===== config.mk =====
export PLATFORM = sky130hd
export DESIGN_NAME = adder_tree_sequencer_flat
export DESIGN_NICKNAME = d
export VERILOG_FILES = /design/src/rtl/adder_tree_pkg.sv /design/src/rtl/adder_tree_sequencer_if.sv /design/src/rtl/tag_delay_line.sv /design/src/rtl/adder_tree_sequencer.sv /design/src/flat_wrapper.sv
export SDC_FILE = /design/constraint.sdc
export NUM_CORES = 1
export LEC_CHECK = 0
export CORE_MARGIN = 2
export CORE_UTILIZATION = 45
export CTS_CLUSTER_DIAMETER = 50
export DETAILED_ROUTE_END_ITERATION = 10
export PLACE_DENSITY = 0.67
export SLEW_MARGIN = 20
export SYNTH_ARGS = -nofsm -noshare
export SYNTH_HDL_FRONTEND = slang
export SYNTH_SLANG_ARGS = --single-unit

===== constraint.sdc =====
create_clock -name clk -period 8.5 [get_ports clk]
set_input_delay 0.85 -clock clk [delete_from_list [all_inputs] [get_ports clk]]
set_output_delay 0.85 -clock clk [all_outputs]
set_load 0.005 [all_outputs]

===== src/rtl/adder_tree_pkg.sv =====
// adder_tree_pkg -- shared types and constants for the adder tree sequencer.
//   seq_state_t  : sequencer FSM state (IDLE, FEED, DRAIN, OUTPUT)
//   tag_t        : {valid, last} tag that travels alongside each tree beat
//   ACC_W        : accumulator / tree root width
//   tree_latency : beat-to-root latency of a pipelined adder tree of a given breadth
package adder_tree_pkg;

  localparam int ACC_W = 32;

  typedef enum logic [1:0] {
    ST_IDLE,
    ST_FEED,
    ST_DRAIN,
    ST_OUTPUT
  } seq_state_t;

  typedef struct packed {
    logic valid;
    logic last;
  } tag_t;

  // One register per adder level plus the input register.
  function automatic int tree_latency(input int breadth);
    return $clog2(breadth) + 1;
  endfunction

endpackage


===== src/rtl/adder_tree_sequencer_if.sv =====
// adder_tree_sequencer_if -- stream-side signals of the sequencer.
//   in_valid / in_ready : upstream vector handshake
//   tree_load           : a vector enters the adder tree this cycle
//   tree_sum            : raw root sum returned by the tree
//   out_valid/out_ready : result handshake
//   out_data / out_acc  : rectified result and raw signed accumulator
// Modports: slave = sequencer, master = surrounding environment.
interface adder_tree_sequencer_if #(
  parameter int DATA_BITWIDTH = 8
);
  import adder_tree_pkg::*;

  logic                     in_valid;
  logic                     in_ready;
  logic                     tree_load;
  logic [ACC_W-1:0]         tree_sum;
  logic                     out_valid;
  logic                     out_ready;
  logic [DATA_BITWIDTH-1:0] out_data;
  logic [ACC_W-1:0]         out_acc;

  modport master (
    output in_valid, tree_sum, out_ready,
    input  in_ready, tree_load, out_valid, out_data, out_acc
  );

  modport slave (
    input  in_valid, tree_sum, out_ready,
    output in_ready, tree_load, out_valid, out_data, out_acc
  );

endinterface


===== src/rtl/tag_delay_line.sv =====
// tag_delay_line -- DEPTH-stage shift register of tags that mirrors the adder
// tree pipeline, so each root sum arrives together with its own tag.
//   clk, rst : clock, synchronous active-high reset
//   tag_in   : tag pushed this cycle ({0,0} when no beat is launched)
//   tag_out  : tag belonging to the current tree root sum
module tag_delay_line
  import adder_tree_pkg::*;
#(
  parameter int DEPTH = 6
) (
  input  logic clk,
  input  logic rst,
  input  tag_t tag_in,
  output tag_t tag_out
);

  tag_t stage [DEPTH];

  // NOTE: every stage is reset on purpose; clearing the tags is what discards
  // sums still in flight in the tree when a job is abandoned.
  always_ff @(posedge clk) begin
    if (rst) begin
      for (int i = 0; i < DEPTH; i++) stage[i] <= '0;
    end else begin
      stage[0] <= tag_in;
      for (int i = 1; i < DEPTH; i++) stage[i] <= stage[i-1];
    end
  end

  assign tag_out = stage[DEPTH-1];

endmodule


===== src/rtl/adder_tree_sequencer.sv =====
// adder_tree_sequencer -- feeds cfg_chunks vectors into an external adder
// tree, accumulates the returning root sums and emits a ReLU-rectified result.
//   clk, rst          : clock, synchronous active-high reset
//   start, cfg_chunks : job start pulse and vectors per job (0 means 1)
//   cfg_bias          : accumulator initial value, only when the build macro
//                       ADDER_TREE_SEQ_BIAS_EN is defined (otherwise init is 0)
//   busy, done        : job in progress, one-cycle completion pulse
//   bus (slave)       : input/tree/output stream signals
module adder_tree_sequencer
  import adder_tree_pkg::*;
#(
  parameter int DATA_BITWIDTH   = 8,
  parameter int BREADTH_OF_TREE = 32,
  parameter int TREE_LATENCY    = tree_latency(BREADTH_OF_TREE),
  parameter int CHUNK_W         = 8
) (
  input  logic                 clk,
  input  logic                 rst,
  input  logic                 start,
  input  logic [CHUNK_W-1:0]   cfg_chunks,
`ifdef ADDER_TREE_SEQ_BIAS_EN
  input  logic [ACC_W-1:0]     cfg_bias,
`endif
  output logic                 busy,
  output logic                 done,
  adder_tree_sequencer_if.slave bus
);

  localparam logic [ACC_W-1:0] OUT_MAX = ACC_W'((64'd1 << DATA_BITWIDTH) - 64'd1);

  seq_state_t               state;
  logic [CHUNK_W-1:0]       cfg_q;
  logic [CHUNK_W-1:0]       chunk_cnt;
  logic [ACC_W-1:0]         acc;
  logic [ACC_W-1:0]         init_val;
  logic                     first_q;      // next valid tag is the job's first
  logic                     last_seen_q;  // last tag has been accumulated
  logic                     out_valid_q;
  logic [DATA_BITWIDTH-1:0] out_data_q;
  logic [ACC_W-1:0]         out_acc_q;
  logic                     accept;
  tag_t                     tag_in;
  tag_t                     tag_out;

`ifdef ADDER_TREE_SEQ_BIAS_EN
  logic [ACC_W-1:0] bias_q;
  assign init_val = bias_q;
`else
  assign init_val = '0;
`endif

  function automatic logic [DATA_BITWIDTH-1:0] relu(input logic [ACC_W-1:0] v);
    if (v[ACC_W-1])     return '0;
    else if (v > OUT_MAX) return '1;
    else                return v[DATA_BITWIDTH-1:0];
  endfunction

  assign bus.in_ready  = (state == ST_FEED);
  assign accept        = bus.in_valid && bus.in_ready;
  assign bus.tree_load = accept;
  assign bus.out_valid = out_valid_q;
  assign bus.out_data  = out_data_q;
  assign bus.out_acc   = out_acc_q;
  assign busy          = (state != ST_IDLE);
  assign done          = out_valid_q && bus.out_ready;

  // NOTE: every field gets a value on every path, so no latch is inferred.
  always_comb begin
    tag_in       = '0;
    tag_in.valid = accept;
    tag_in.last  = accept && (chunk_cnt == cfg_q - CHUNK_W'(1));
  end

  tag_delay_line #(
    .DEPTH   (TREE_LATENCY)
  ) u_tags (
    .clk     (clk),
    .rst     (rst),
    .tag_in  (tag_in),
    .tag_out (tag_out)
  );

  // NOTE: all state is updated with non-blocking assignments so every
  // register samples pre-edge values regardless of statement order.
  always_ff @(posedge clk) begin
    if (rst) begin
      state       <= ST_IDLE;
      cfg_q       <= '0;
      chunk_cnt   <= '0;
      acc         <= '0;
      first_q     <= 1'b0;
      last_seen_q <= 1'b0;
      out_valid_q <= 1'b0;
      out_data_q  <= '0;
      out_acc_q   <= '0;
`ifdef ADDER_TREE_SEQ_BIAS_EN
      bias_q      <= '0;
`endif
    end else begin
      // Only tagged root sums belong to the job; everything else is ignored.
      if (tag_out.valid) begin
        acc     <= (first_q ? init_val : acc) + bus.tree_sum;
        first_q <= 1'b0;
        if (tag_out.last) last_seen_q <= 1'b1;
      end

      unique case (state)
        ST_IDLE: begin
          if (start) begin
            cfg_q       <= (cfg_chunks == '0) ? CHUNK_W'(1) : cfg_chunks;
            chunk_cnt   <= '0;
            first_q     <= 1'b1;
            last_seen_q <= 1'b0;
`ifdef ADDER_TREE_SEQ_BIAS_EN
            bias_q      <= cfg_bias;
`endif
            state       <= ST_FEED;
          end
        end
        ST_FEED: begin
          if (accept) begin
            chunk_cnt <= chunk_cnt + CHUNK_W'(1);
            if (tag_in.last) state <= ST_DRAIN;
          end
        end
        ST_DRAIN: begin
          // acc already holds the final sum one cycle after the last tag.
          if (last_seen_q) begin
            out_valid_q <= 1'b1;
            out_acc_q   <= acc;
            out_data_q  <= relu(acc);
            state       <= ST_OUTPUT;
          end
        end
        ST_OUTPUT: begin
          if (bus.out_ready) begin
            out_valid_q <= 1'b0;
            state       <= ST_IDLE;
          end
        end
        default: state <= ST_IDLE;
      endcase
    end
  end

endmodule


===== src/flat_wrapper.sv =====
// flat-port wrapper written by rule: the top's interface ports become plain ports
module adder_tree_sequencer_flat import adder_tree_pkg::*;
#(
  parameter int DATA_BITWIDTH   = 8,
  parameter int BREADTH_OF_TREE = 32,
  parameter int TREE_LATENCY    = tree_latency(BREADTH_OF_TREE),
  parameter int CHUNK_W         = 8
)
  (clk, rst, start, cfg_chunks, busy, done, bus_in_valid, bus_tree_sum, bus_out_ready, bus_in_ready, bus_tree_load, bus_out_valid, bus_out_data, bus_out_acc);
  adder_tree_sequencer_if #(.DATA_BITWIDTH(DATA_BITWIDTH)) bus_i ();
  input  logic clk;
  input  logic rst;
  input  logic start;
  input  logic [CHUNK_W-1:0] cfg_chunks;
  output logic busy;
  output logic done;
  input wire logic [$bits(bus_i.in_valid)-1:0] bus_in_valid;
  input wire logic [$bits(bus_i.tree_sum)-1:0] bus_tree_sum;
  input wire logic [$bits(bus_i.out_ready)-1:0] bus_out_ready;
  output wire logic [$bits(bus_i.in_ready)-1:0] bus_in_ready;
  output wire logic [$bits(bus_i.tree_load)-1:0] bus_tree_load;
  output wire logic [$bits(bus_i.out_valid)-1:0] bus_out_valid;
  output wire logic [$bits(bus_i.out_data)-1:0] bus_out_data;
  output wire logic [$bits(bus_i.out_acc)-1:0] bus_out_acc;
  assign bus_i.in_valid = bus_in_valid;
  assign bus_i.tree_sum = bus_tree_sum;
  assign bus_i.out_ready = bus_out_ready;
  assign bus_in_ready = bus_i.in_ready;
  assign bus_tree_load = bus_i.tree_load;
  assign bus_out_valid = bus_i.out_valid;
  assign bus_out_data = bus_i.out_data;
  assign bus_out_acc = bus_i.out_acc;
  adder_tree_sequencer #(.DATA_BITWIDTH(DATA_BITWIDTH), .BREADTH_OF_TREE(BREADTH_OF_TREE), .TREE_LATENCY(TREE_LATENCY), .CHUNK_W(CHUNK_W)) u_core (.clk(clk), .rst(rst), .start(start), .cfg_chunks(cfg_chunks), .busy(busy), .done(done), .bus(bus_i));
endmodule

==> metrics <==
P_int=0.000813 W; dominant cell type by area after synthesis=dfxtp_1; CTS Buf Count=9; Yosys warnings=0; register share of total power=45.7%; aggregate global routing overflow=0; P&R area growth vs syn=21.8%; vias post-DR=5485; Hold/Removal Path Class=register to register; nature of the critical path startpoint=register; commonest register cell after synthesis=dfxtp_1; WP data required=8.71 ns; status=finished, final reports clean; final WL=15.5 mm; Setup TNS=0 ns; Comb pwr share=19.6%; DR DRC count=0; Post-synth EDFFs=0; fin crit share=40.8%; Via density=5.54; peak supply drop=0.0792 mV; post-synth top area share=35.5%; CTS Root Cell=clkbuf_16; total power=0.00116 W; Clock transition at path regs=0.08 ns; MaxCap Viol Count=0; Sink Count=105; core area=12700 um2; crit path DAT=3.68 ns; worst skew pair latency=0.36 ns; largest net degree at the start of global routing=75; sequential area share after synthesis=35.5%; Clk network pwr share=34.7%; met1 WL=7.24 mm; Max Fclk=0.289 GHz; metal2 WL=7.16 mm; switching part of the total=30.0%; drt wl/cell=15.7 um; Max Slew Vio Count=0; die area=14100 um2; Detail Route met3 WL=792 um; #FFs+latches synth=105; depth of the CTS H-tree=3; Hold Path Depth=1; layout cells sized above 1=4.28%; async set-reset flop share out of synthesis=0%; RSZ-0062 raised after global routing=no; NetSw=0.000349 W; Critical Path End Type=register; Post-CTS Hold Buffers=0; Detail Placement HPWL=11.1 mm; DRT iter0 DRCs=250; Slew @ Worst Pin=0.862 ns; Tot GR Track Use=22.7%; power per cell area=161 nW/um2; Syn Inst Count=742; setup slack, reg-to-reg=5.03 ns; fin nets=896; initial antenna violation count=0; top routing layer in use=met4; CTS tree=built; fin crit period=3.47 ns; GPL Wtd Cong=0.879; Starting Density=46.5%; Crit Path Class=register to register; Worst Skew=0.00856 ns; Leak=2.78 nW; ant diodes=0; Die Y=119 um; Hold Fails Final Rpt=0; Synth Net Count=825; PostCTS Resize Cnt=0; Yosys cell types=57; Detail Route Antenna Nets=0; crit path max fanout=23; I/O Pins=90; # rows=41; first-pass GRT wire length=26.2 mm; Post-CTS Repair Setup Buffers=0; Max-slew headroom=42.0%; first-pass detailed-route iteration total=4; Mapped Avg Cell Area=7.97 um2; vias in the first global route=5385; Chip Width=119 um; largest cells by area after synthesis=dfxtp_1, ha_1, nand2_1, a21oi_1, nor2b_1; Buffers on Ports=89; Max Root-Sink Buffers=2; Synth Cell Area=5920 um2; FF-to-FF path depth=12; final setup violation count=0
## placed cells by master (no fill, tap or decap), types with 3 or more instances in the layout
cell type | Yosys | routed
nand2_1 | 115 | 115
dfxtp_1 | 105 | 105
clkdlybuf4s50_1 | 0 | 88
a21oi_1 | 85 | 85
nor2_1 | 63 | 63
nor2b_1 | 47 | 47
ha_1 | 37 | 37
xnor2_1 | 28 | 28
nor3_1 | 21 | 21
inv_1 | 18 | 18
a21o_1 | 17 | 17
o21ai_0 | 17 | 17
mux2i_1 | 15 | 15
nand3_1 | 13 | 13
a31oi_1 | 11 | 11
nor4_1 | 9 | 9
clkbuf_16 | 0 | 9
o21a_1 | 8 | 8
o22ai_1 | 8 | 8
a211oi_1 | 8 | 8
xor2_1 | 8 | 8
nand2b_1 | 7 | 7
and3_1 | 6 | 6
and2_1 | 5 | 5
nand4_1 | 5 | 5
buf_4 | 0 | 5
o211ai_1 | 4 | 4
nor3b_1 | 4 | 4
nand3b_1 | 4 | 4
o31ai_1 | 3 | 3
inv_6 | 0 | 3
## power groups by stage
| stage | logic, W | registers, W | clock network (W) |
|---|---|---|---|
| 2_1_floorplan | 0.000157 | 0.000533 | 0 |
| 3_3_place_gp | 0.000219 | 0.000540 | 0 |
| 3_5_place_dp | 0.000227 | 0.000541 | 0 |
| 4_1_cts | 0.000229 | 0.000530 | 0.000412 |
| 5_1_grt | 0.000256 | 0.000533 | 0.000428 |
| 6_report | 0.000228 | 0.000530 | 0.000404 |
## flip-flops by register name, indices dropped and copies added (netlist names)
name	flops
u_core.u_tags.stage	12
u_core.first_q	1
u_core.cfg_q	8
u_core.acc	32
u_core.chunk_cnt	8
u_core.bus.out_valid	1
u_core.bus.out_data	8
u_core.last_seen_q	1
u_core.bus.out_acc	32
u_core.state	2
## area by class of cell
cell class | instances | area, um2
multi-input combinational | 584 | 3620
tap | 172 | 215
timing repair buffer | 94 | 923
fill | 1238 | 5520
clock buffer | 10 | 229
sequential | 105 | 2100
clock inverter | 6 | 50.0
inverter | 19 | 71.3
## cells by family (layout without fill, tap and decap cells)
kind of cell	Yosys count	in the layout	synth area share (%)
buffers and inverters	53	129	3.36
xor gates and xnor gates	36	36	5.33
muxes	16	16	2.73
and+or+nand+nor	307	307	24.7
adders and majority gates	38	38	8.16
DFF	105	105	35.5
AOI/OAI and AO/OA	187	187	20.2
## through the flow
stage | instance area, um2 | setup slack, ns | utilization [%] | std cells | hold WS (ns)
after floorplan | 5920 | 5.65 | - | 742 | 0.414
after global placement | 6930 | 4.93 | 54.5 | 974 | 0.423
after detailed placement | 6930 | 4.80 | 54.5 | 974 | 0.425
after CTS | 7210 | 5.05 | 56.6 | 990 | 0.448
after global routing | 7210 | 4.73 | 56.6 | 990 | 0.458
final | 7210 | 5.03 | 56.6 | 990 | 0.442
## final timing paths
path | startpoint | end
hold reg to reg | u_core.u_tags.stage[2][1] | u_core.u_tags.stage[3][1]
setup / recovery | u_core.first_q | u_core.acc[31]
hold / removal | u_core.u_tags.stage[2][1] | u_core.u_tags.stage[3][1]
setup reg to reg | u_core.first_q | u_core.acc[31]
## worst max-delay path, stage by stage (launching register included)
cell and delay [ns]:
dfxtp_1 0.63, buf_4 0.36, nand2b_1 0.21, inv_1 0.06
ha_1 0.29, a211oi_1 0.30, o21bai_2 0.15, o211ai_2 0.21
a31oi_2 0.19, o31ai_4 0.32, a211oi_1 0.10, a2111oi_2 0.36
a31oi_1 0.12
## per-layer routing
layer,vias to the layer above,GRT usage [%]
li1,2733,-
met5,-,0
met4,0,8.18
met1,2582,30.0
met2,150,37.2
met3,20,3.72
## cell usage after synthesis (all sizes together) (9+ instances only)
master,count
nand2,115
dfxtp,105
a21oi,85
nor2,63
nor2b,47
ha,37
xnor2,28
clkbuf,26
nor3,22
o21ai,19
inv,18
a21o,17
mux2i,15
nand3,14
a31oi,12
nor4,9
(Power assumes the default switching activity.)
